File: src/rtl/control_unit_if.sv
// K&S processor instruction classes and the control-unit <-> datapath bundle.
// The package sits here because the interface is the first consumer of the type.
package k_and_s_pkg;

    typedef enum logic [3:0] {
        I_NOP    = 4'd0,
        I_LOAD   = 4'd1,
        I_STORE  = 4'd2,
        I_MOVE   = 4'd3,
        I_ADD    = 4'd4,
        I_SUB    = 4'd5,
        I_AND    = 4'd6,
        I_OR     = 4'd7,
        I_BRANCH = 4'd8,
        I_BZERO  = 4'd9,
        I_BNZERO = 4'd10,
        I_BNEG   = 4'd11,
        I_BNNEG  = 4'd12,
        I_HALT   = 4'd13
    } decoded_instruction_type;

endpackage

// Control/status bundle between the control unit (master) and the datapath/RAM (slave).
interface control_unit_if #(
    parameter int unsigned COUNT_W = 16
);
    import k_and_s_pkg::*;

    // status from the datapath
    decoded_instruction_type decoded_instruction;
    logic                    zero_op;
    logic                    neg_op;
    logic                    unsigned_overflow;
    logic                    signed_overflow;

    // control to the datapath / RAM
    logic                    branch;
    logic                    pc_enable;
    logic                    ir_enable;
    logic                    addr_sel;
    logic                    c_sel;
    logic [1:0]              operation;
    logic                    write_reg_enable;
    logic                    flags_reg_enable;
    logic                    ram_write_enable;
    logic                    halt;
    logic [COUNT_W-1:0]      retired_count;

    modport master (
        input  decoded_instruction, zero_op, neg_op, unsigned_overflow, signed_overflow,
        output branch, pc_enable, ir_enable, addr_sel, c_sel, operation,
               write_reg_enable, flags_reg_enable, ram_write_enable, halt, retired_count
    );

    modport slave (
        output decoded_instruction, zero_op, neg_op, unsigned_overflow, signed_overflow,
        input  branch, pc_enable, ir_enable, addr_sel, c_sel, operation,
               write_reg_enable, flags_reg_enable, ram_write_enable, halt, retired_count
    );

endinterface

File: src/rtl/control_unit.sv
// Multi-cycle sequencer for the K&S 16-bit processor: fetch, latch, decode,
// then one execute flow per instruction class. Outputs are Moore-decoded from
// the state; only BR_COND also looks at the live flags.
module control_unit #(
    parameter int unsigned MEM_WAIT_CYCLES = 1,
    parameter int unsigned COUNT_W         = 16
) (
    input  logic           clk,
    input  logic           rst_n,   // active-high asynchronous reset despite the name
    control_unit_if.master bus
);
    import k_and_s_pkg::*;

    localparam int unsigned WAIT_W = (MEM_WAIT_CYCLES > 1) ? $clog2(MEM_WAIT_CYCLES) : 1;
    localparam logic [WAIT_W-1:0] WAIT_LAST = WAIT_W'(MEM_WAIT_CYCLES - 1);

    typedef enum logic [3:0] {
        S_FETCH,
        S_LATCH,
        S_DECODE,
        S_LD_WAIT,
        S_LD_WB,
        S_ST,
        S_ALU,
        S_BR,
        S_BR_COND,
        S_HALT
    } state_t;

    state_t                  state_q, state_d;
    logic [WAIT_W-1:0]       wait_q, wait_d;
    decoded_instruction_type op_q, op_d;
    logic [COUNT_W-1:0]      count_q, count_d;
    logic                    retire;
    logic                    taken;

    // overflow flags are carried on the bus for observation only
    logic unused_ovf;
    assign unused_ovf = bus.unsigned_overflow ^ bus.signed_overflow;

    // state, wait counter, latched instruction class and retire counter
    always_ff @(posedge clk or posedge rst_n) begin
        if (rst_n) begin
            state_q <= S_FETCH;
            wait_q  <= '0;
            op_q    <= I_NOP;
            count_q <= '0;
        end else begin
            state_q <= state_d;
            wait_q  <= wait_d;
            op_q    <= op_d;
            count_q <= count_d;
        end
    end

    // next-state selection; the instruction class is captured in DECODE so the
    // execute states stay purely state-decoded
    always_comb begin
        state_d = state_q;
        wait_d  = wait_q;
        op_d    = op_q;
        retire  = 1'b0;
        case (state_q)
            S_FETCH: begin
                if (wait_q == WAIT_LAST) begin
                    wait_d  = '0;
                    state_d = S_LATCH;
                end else begin
                    wait_d = wait_q + WAIT_W'(1);
                end
            end
            S_LATCH: state_d = S_DECODE;
            S_DECODE: begin
                op_d = bus.decoded_instruction;
                case (bus.decoded_instruction)
                    I_LOAD:  state_d = S_LD_WAIT;
                    I_STORE: state_d = S_ST;
                    I_MOVE, I_ADD, I_SUB, I_AND, I_OR:
                             state_d = S_ALU;
                    I_BRANCH: state_d = S_BR;
                    I_BZERO, I_BNZERO, I_BNEG, I_BNNEG:
                             state_d = S_BR_COND;
                    I_HALT: begin
                        state_d = S_HALT;
                        retire  = 1'b1;
                    end
                    default: begin
                        state_d = S_FETCH;
                        retire  = 1'b1;
                    end
                endcase
            end
            S_LD_WAIT: begin
                if (wait_q == WAIT_LAST) begin
                    wait_d  = '0;
                    state_d = S_LD_WB;
                end else begin
                    wait_d = wait_q + WAIT_W'(1);
                end
            end
            S_LD_WB, S_ST, S_ALU, S_BR, S_BR_COND: begin
                state_d = S_FETCH;
                retire  = 1'b1;
            end
            S_HALT:  state_d = S_HALT;
            default: state_d = S_FETCH;
        endcase
        count_d = count_q + COUNT_W'(retire);
    end

    // branch condition for BR_COND from the latched class and the live flags
    always_comb begin
        taken = 1'b0;
        case (op_q)
            I_BZERO:  taken = bus.zero_op;
            I_BNZERO: taken = ~bus.zero_op;
            I_BNEG:   taken = bus.neg_op;
            I_BNNEG:  taken = ~bus.neg_op;
            default:  taken = 1'b0;
        endcase
    end

    // control outputs decoded from the current state
    always_comb begin
        bus.branch           = 1'b0;
        bus.pc_enable        = 1'b0;
        bus.ir_enable        = 1'b0;
        bus.addr_sel         = 1'b1;
        bus.c_sel            = 1'b0;
        bus.operation        = 2'b00;
        bus.write_reg_enable = 1'b0;
        bus.flags_reg_enable = 1'b0;
        bus.ram_write_enable = 1'b0;
        bus.halt             = 1'b0;
        case (state_q)
            S_LATCH: begin
                bus.ir_enable = 1'b1;
                bus.pc_enable = 1'b1;
            end
            S_LD_WAIT: bus.addr_sel = 1'b0;
            S_LD_WB: begin
                bus.addr_sel         = 1'b0;
                bus.c_sel            = 1'b1;
                bus.write_reg_enable = 1'b1;
            end
            S_ST: begin
                bus.addr_sel         = 1'b0;
                bus.ram_write_enable = 1'b1;
            end
            S_ALU: begin
                bus.write_reg_enable = 1'b1;
                bus.flags_reg_enable = 1'b1;
                case (op_q)
                    I_ADD:   bus.operation = 2'b01;
                    I_SUB:   bus.operation = 2'b10;
                    I_AND:   bus.operation = 2'b11;
                    I_OR:    bus.operation = 2'b00;
                    default: begin
                        bus.operation        = 2'b00;
                        bus.flags_reg_enable = 1'b0;
                    end
                endcase
            end
            S_BR: begin
                bus.addr_sel  = 1'b0;
                bus.pc_enable = 1'b1;
                bus.branch    = 1'b1;
            end
            S_BR_COND: begin
                bus.addr_sel  = 1'b0;
                bus.pc_enable = taken;
                bus.branch    = taken;
            end
            S_HALT:  bus.halt = 1'b1;
            default: ;
        endcase
    end

    assign bus.retired_count = count_q;

endmodule

File: src/flat_wrapper.sv
// flat-port wrapper written by rule: the top's interface ports become plain ports
module control_unit_flat import k_and_s_pkg::*;
#(
    parameter int unsigned MEM_WAIT_CYCLES = 1,
    parameter int unsigned COUNT_W         = 16
)
  (clk, rst_n, bus_decoded_instruction, bus_zero_op, bus_neg_op, bus_unsigned_overflow, bus_signed_overflow, bus_branch, bus_pc_enable, bus_ir_enable, bus_addr_sel, bus_c_sel, bus_operation, bus_write_reg_enable, bus_flags_reg_enable, bus_ram_write_enable, bus_halt, bus_retired_count);
  control_unit_if #(.COUNT_W(COUNT_W)) bus_i ();
  input  logic clk;
  input  logic rst_n;
  input wire logic [$bits(bus_i.decoded_instruction)-1:0] bus_decoded_instruction;
  input wire logic [$bits(bus_i.zero_op)-1:0] bus_zero_op;
  input wire logic [$bits(bus_i.neg_op)-1:0] bus_neg_op;
  input wire logic [$bits(bus_i.unsigned_overflow)-1:0] bus_unsigned_overflow;
  input wire logic [$bits(bus_i.signed_overflow)-1:0] bus_signed_overflow;
  output wire logic [$bits(bus_i.branch)-1:0] bus_branch;
  output wire logic [$bits(bus_i.pc_enable)-1:0] bus_pc_enable;
  output wire logic [$bits(bus_i.ir_enable)-1:0] bus_ir_enable;
  output wire logic [$bits(bus_i.addr_sel)-1:0] bus_addr_sel;
  output wire logic [$bits(bus_i.c_sel)-1:0] bus_c_sel;
  output wire logic [$bits(bus_i.operation)-1:0] bus_operation;
  output wire logic [$bits(bus_i.write_reg_enable)-1:0] bus_write_reg_enable;
  output wire logic [$bits(bus_i.flags_reg_enable)-1:0] bus_flags_reg_enable;
  output wire logic [$bits(bus_i.ram_write_enable)-1:0] bus_ram_write_enable;
  output wire logic [$bits(bus_i.halt)-1:0] bus_halt;
  output wire logic [$bits(bus_i.retired_count)-1:0] bus_retired_count;
  assign bus_i.decoded_instruction = bus_decoded_instruction;
  assign bus_i.zero_op = bus_zero_op;
  assign bus_i.neg_op = bus_neg_op;
  assign bus_i.unsigned_overflow = bus_unsigned_overflow;
  assign bus_i.signed_overflow = bus_signed_overflow;
  assign bus_branch = bus_i.branch;
  assign bus_pc_enable = bus_i.pc_enable;
  assign bus_ir_enable = bus_i.ir_enable;
  assign bus_addr_sel = bus_i.addr_sel;
  assign bus_c_sel = bus_i.c_sel;
  assign bus_operation = bus_i.operation;
  assign bus_write_reg_enable = bus_i.write_reg_enable;
  assign bus_flags_reg_enable = bus_i.flags_reg_enable;
  assign bus_ram_write_enable = bus_i.ram_write_enable;
  assign bus_halt = bus_i.halt;
  assign bus_retired_count = bus_i.retired_count;
  control_unit #(.MEM_WAIT_CYCLES(MEM_WAIT_CYCLES), .COUNT_W(COUNT_W)) u_core (.clk(clk), .rst_n(rst_n), .bus(bus_i));
endmodule
File: config.mk
export PLATFORM = sky130hd
export DESIGN_NAME = control_unit_flat
export DESIGN_NICKNAME = d
export VERILOG_FILES = /design/src/rtl/control_unit_if.sv /design/src/rtl/control_unit.sv /design/src/flat_wrapper.sv
export SDC_FILE = /design/constraint.sdc
export NUM_CORES = 1
export LEC_CHECK = 0
export CAP_MARGIN = 0
export CORE_ASPECT_RATIO = 1.2
export CORE_MARGIN = 10
export CORE_UTILIZATION = 47
export CTS_CLUSTER_SIZE = 40
export DETAILED_ROUTE_END_ITERATION = 10
export MAX_ROUTING_LAYER = met4
export PLACE_DENSITY = 0.86
export RECOVER_POWER = 25
export SLEW_MARGIN = 10
export SYNTH_ARGS = -nofsm -noshare
export SYNTH_HDL_FRONTEND = slang
export SYNTH_SLANG_ARGS = --single-unit
File: constraint.sdc
create_clock -name clk -period 3.11 [get_ports clk]
set_clock_uncertainty 0.2 [all_clocks]
set_input_delay 0.7775 -clock clk [delete_from_list [all_inputs] [get_ports clk]]
set_output_delay 0.7775 -clock clk [all_outputs]
set_load 0.01 [all_outputs]
## Word level (Yosys, flattened, before mapping)

Cells that the tools add are included.

- Mux-type cells: 20
- Add/subtract/negate cells: 2
- Bitwise logic cells: 2
- Reduce and logical (&&, ||, !) cells: 11
- Eq/ne operators: 32

Operator list:

| operator | count |
|---|---|
| 4-bit by 3-bit == test with 1-bit output, second input constant | 12 |
| 4-bit == test, second input constant | 12 |
| 4-bit one-hot mux with 6 select lines | 1 |
| 4-bit one-hot mux with 5 select lines | 1 |
| 16-bit by 1-bit adder with 16-bit output | 1 |
| 4-bit by 2-bit == test with 1-bit output, second input constant | 4 |
| 5-bit OR reduction | 3 |
| 12-bit OR reduction | 1 |
| 1-bit two-way mux | 10 |
| 4-bit by 1-bit == test with 1-bit output, second input constant | 2 |
| 4-bit two-way mux | 2 |
| 4-bit OR reduction | 2 |
| 1-bit one-hot mux with 2 select lines | 3 |
| 2-bit one-hot mux with 3 select lines | 1 |
| 2-bit OR reduction | 3 |
| 4-bit logical NOT | 1 |
| 2-bit inequality test, second input constant | 2 |
| 1-bit one-hot mux with 4 select lines | 1 |
| 2-bit two-way mux | 1 |
| 1-bit inverter | 2 |
| 2-bit AND reduction | 1 |
| 1-bit adder, second input constant | 1 |

- Input port bits: 10
- Flip-flop bits (word level): 25

## Longest topological paths before layout

- Depth after elaboration: 5
- Mapped depth: 10

## Least setup slack after synthesis

No wires, ideal clock.

- Path type: input -> register
- Start point: input port bus_decoded_instruction[2]
- End point: register u_core.count_q[14] (netlist: u_core.bus.retired_count[14])
- Setup slack: 0.394 ns
- Stages on the path: 10
- Buffers on the path: 2
- Arrival time: 2.437 ns
- Cells stage by stage: clkbuf_1 nor4_1 o21ai_0 o311ai_0 ha_1 ha_1 clkbuf_1 nand2_1 nor4_1 xor2_1

- Longest elaborated chain between the ends: 5

RTL lines:

| what | line | text |
|---|---|---|
| from (decl) | flat_wrapper.sv:11 | `input wire logic [$bits(bus_i.decoded_instruction)-1:0] bus_decoded_instruction;` |
| 4-bit by 1-bit == test with 1-bit output (tied with other cells) | control_unit.sv:75 | `case (bus.decoded_instruction)` |
| 12-bit OR reduction (no line) * | -- |  |
| 1-bit two-way mux * | control_unit.sv:75 |  |
| 1-bit one-hot mux with 2 select lines * | control_unit.sv:63 | `case (state_q)` |
| 16-bit by 1-bit adder with 16-bit output * | control_unit.sv:108 | `count_d = count_q + COUNT_W'(retire);` |
| via u_core.count_d[14] | control_unit.sv:33 | `logic [COUNT_W-1:0] count_q, count_d;` |
| to (signal assigned) | control_unit.sv:52 | `count_q <= count_d;` |
| to (decl) | control_unit.sv:33 |  |

Mark *: on every way through the listed nets, which the timed path passes. The rest lies on a longest branch.
A chain may end at the register's enable or synchronous reset.

## Worst setup path in the final report

- Start point: input port bus_neg_op
- End point: output port bus_branch

- Longest elaborated chain between the ends: 3

RTL lines:

| what | line | text |
|---|---|---|
| from (decl) | flat_wrapper.sv:13 | `input wire logic [$bits(bus_i.neg_op)-1:0] bus_neg_op;` |
| 1-bit inverter | control_unit.sv:118 | `I_BNNEG: taken = ~bus.neg_op;` |
| 1-bit one-hot mux with 4 select lines * | control_unit.sv:114 | `case (op_q)` |
| 1-bit one-hot mux with 2 select lines * | control_unit.sv:135 | `case (state_q)` |
| to (decl) | flat_wrapper.sv:16 | `output wire logic [$bits(bus_i.branch)-1:0] bus_branch;` |

Every way passes the cells marked *; elsewhere a longest branch is shown, timed or not.

==> reports/results.ini <==
[placed_design]
gp_congestion = 0.885
port_buffers = 34
placed_cells = 199
hpwl_mm = 2.51
pre_cts_slack_ns = -0.179

[setup_path]
r2r_setup_slack_ns = 0.73
r2r_cells = 8
critPathArrivalTime_ns = 2.01
crit_path_end_kind = output pin
cp-start-kind = input pin
cp-startpoint = bus_neg_op
worstSetupPathType = input pin to output pin
worstPathMaxFanout = 2
cp.required_ns = 2.13
reg2reg_to = u_core.bus.retired_count[14]$_DFF_PP0_
cp-endpoint = bus_branch
reg2reg_from = u_core.state_q[2]$_DFF_PP0_

[synthesis]
syn_avg_cell_area_um2 = 10.2
ys_seq_elements = 24
synth-compound-area-share_pct = 11.2
yosysUniqueCellTypes = 44
synth_adder_area_share_pct = 1.89
synth_nets = 142
synth.area.mux_share_pct = 4.17
postSynthCellCount = 130
ys_warn_count = 0
syn_area_um2 = 1320
synth_top_family_by_area = simple AND/OR/NAND/NOR gates
synth_xor_area_share_pct = 10.6
ys_seq_area_share_pct = 45.5
synth_simple_gate_area_share_pct = 21.7

[power]
power_frac_comb_pct = 46.5
power_switching_uw = 424
power_leakage_nw = 0.754
fin_total_pwr_mw = 1.17
clock_power_share_pct = 10.9
p_sw_share_pct = 36.1
ir_worst_vdd_v = 0.000520
p_int_uw = 751
power_density_nw_per_um2 = 665
seqPwrFrac_pct = 42.6

[global_routing]
grt_pass1_vias = 1169
grt_antenna_before_repair = 0
overflow = 0
grt_start_max_net_pins = 25
grt_pass1_wl_mm = 5.15
track_usage_pct = 12.1

[final_layout]
nets = 182
final_common_cell = clkdlybuf4s50_1
fillers = 240
final_cell_mix = clkdlybuf4s50_1 (31), dfrtp_1 (22), xnor2_1 (11)
fin_cells = 202
fin_util_pct = 64.6
syn_to_final_growth_pct = 33.6
insertedDiodeCount = 0
layout-drive-gt1-share_pct = 12.5

[sta]
worst_pin_slew_ns = 1.26
timing.final.crit_share_pct = 96.2
fmax_ghz = 0.334
hold_viol = 0
post-route-min-period_ns = 2.99
maxSlewViolCount = 0
setup_viol = 0
rsz0062_at_grt = false
max_slew_margin_pct = 16.2
hold_slack_ns = 0.278
fin_ws_ns = 0.118

[routing]
dr.pass1.iters = 4
vias_per_cell = 5.49
wirelength_mm = 3.16
post_drt_wl_per_cell_um = 15.6
ant_nets = 0
drtIter0Drc = 49
drcViolationCount = 0
num_vias = 1109

[flow_run]
max_cap_viol_count = 0

[clocking]
cts_root_buf = clkbuf_4
clk_pin_slew_worst_paths_ns = 0.11
cts.sinks = 24
htree_levels = 1
cts_made_buffers = 3
clk_path_buf_depth = 2
clock_latency_ns = 0.30
cts_tree = done

[die]
dieArea_um2 = 5340
die_w_um = 68.4
ios = 37
die_height_um = 78.1
core_area_um2 = 2730
initial_core_util_pct = 48.4
rows = 21

[outcome]
outcome = complete, no violations

[worst_hold_path]
hp-class = flip-flop to flip-flop
worstHoldStart = u_core.bus.retired_count[15]$_DFF_PP0_

[kinds of logic after synthesis]
kind of cell | after synthesis
multiplexers | 5
adder cells (fa/ha/maj) | 2
buffers and inverters | 15
flip-flops | 24
AO/OA/AOI/OAI | 20
XOR/XNOR | 16
AND/OR/NAND/NOR | 48
[worst min path at each step]
stage	end	slack, ns	depth (start not counted)
floorplan	u_core.op_q[3]$_DFFE_PP0P_	0.28	1
global placement	u_core.bus.retired_count[15]$_DFF_PP0_	0.26	1
detailed placement	u_core.bus.retired_count[15]$_DFF_PP0_	0.26	1
CTS	u_core.bus.retired_count[15]$_DFF_PP0_	0.28	1
global route	u_core.bus.retired_count[15]$_DFF_PP0_	0.31	1
finish	u_core.bus.retired_count[15]$_DFF_PP0_	0.28	1
[final cells by class]
class | count | area (um2) | area share, %
Tap cell | 34 | 42.5 | 2.41
Inverter | 6 | 22.5 | 1.28
Clock buffer | 3 | 22.5 | 1.28
Multi-Input combinational cell | 91 | 666 | 37.7
Sequential cell | 24 | 603 | 34.2
Timing Repair Buffer | 44 | 409 | 23.2
[metrics by stage]
step / instance area, um2 / setup TNS [ns]
after floorplan: 1320 / 0
after global placement: 1740 / -0.308
after detailed placement: 1740 / -0.315
after CTS: 1760 / 0
after global routing: 1770 / 0
final: 1770 / 0
[timing repair]
item | 4_1_cts | 5_1_grt
buffers inserted | 0 | 0
gates resized for setup | 2 | 4
hold buffers | 0 | 0
setup endpoints to repair | 2 | 5
[power groups by stage]
stage	clock (mW)	sequential (mW)	combinational, mW
2_1_floorplan	0	0.493	0.311
3_3_place_gp	0	0.496	0.538
3_5_place_dp	0	0.503	0.554
4_1_cts	0.134	0.497	0.548
5_1_grt	0.149	0.518	0.604
6_report	0.128	0.501	0.546
[registers in the layout, indices dropped and copies added, names as in the netlist]
signal	cells
u_core.bus.retired_count	16
u_core.op_q	4
u_core.state_q	4
[cell usage after synthesis (all sizes together)]
cell | number | area share (%)
dfrtp | 24 | 45
xnor2 | 11 | 7.3
nand4 | 7 | 3.3
nor2 | 7 | 2.0
clkbuf | 6 | 1.7
inv | 6 | 1.7
nand2 | 5 | 1.4
nand3 | 5 | 1.9
xor2 | 5 | 3.3
mux2 | 4 | 3.4
nor3 | 4 | 1.5
nor4 | 4 | 1.9
o21ai | 4 | 1.5
and2 | 3 | 1.4
buf | 3 | 1.6
a21oi | 2 | 0.76
and4 | 2 | 1.3
ha | 2 | 1.9
nand2b | 2 | 1.1
nor4b | 2 | 1.3
o21ba | 2 | 1.5
o22ai | 2 | 0.95
or3b | 2 | 1.3
a211oi | 1 | 0.57
a21boi | 1 | 0.57
a21o | 1 | 0.57
a31o | 1 | 0.66
a31oi | 1 | 0.47
and3 | 1 | 0.57
mux2i | 1 | 0.76
nand4b | 1 | 0.66
nor3b | 1 | 0.57
o2111a | 1 | 0.85
o211a | 1 | 0.76
o22a | 1 | 0.66
o311ai | 1 | 0.66
o41ai | 1 | 0.66
or2b | 1 | 0.57
or4b | 1 | 0.76
[per-layer routing]
metal / part of all wire, % / up-vias / global-route usage, %
met5: 0 / - / -
met4: 1.2 / 0 / 3.43
met3: 7.3 / 4 / 3.13
met2: 51 / 34 / 21.1
met1: 40 / 524 / 12.9
li1: - / 547 / -
[critical path, cell delays in order]
cell and delay [ns]:
clkdlybuf4s50_1 0.43, and3_2 0.22, o22ai_1 0.20, o22ai_1 0.10
dlygate4sd2_1 0.29
Power figures use the tool's default switching activity.
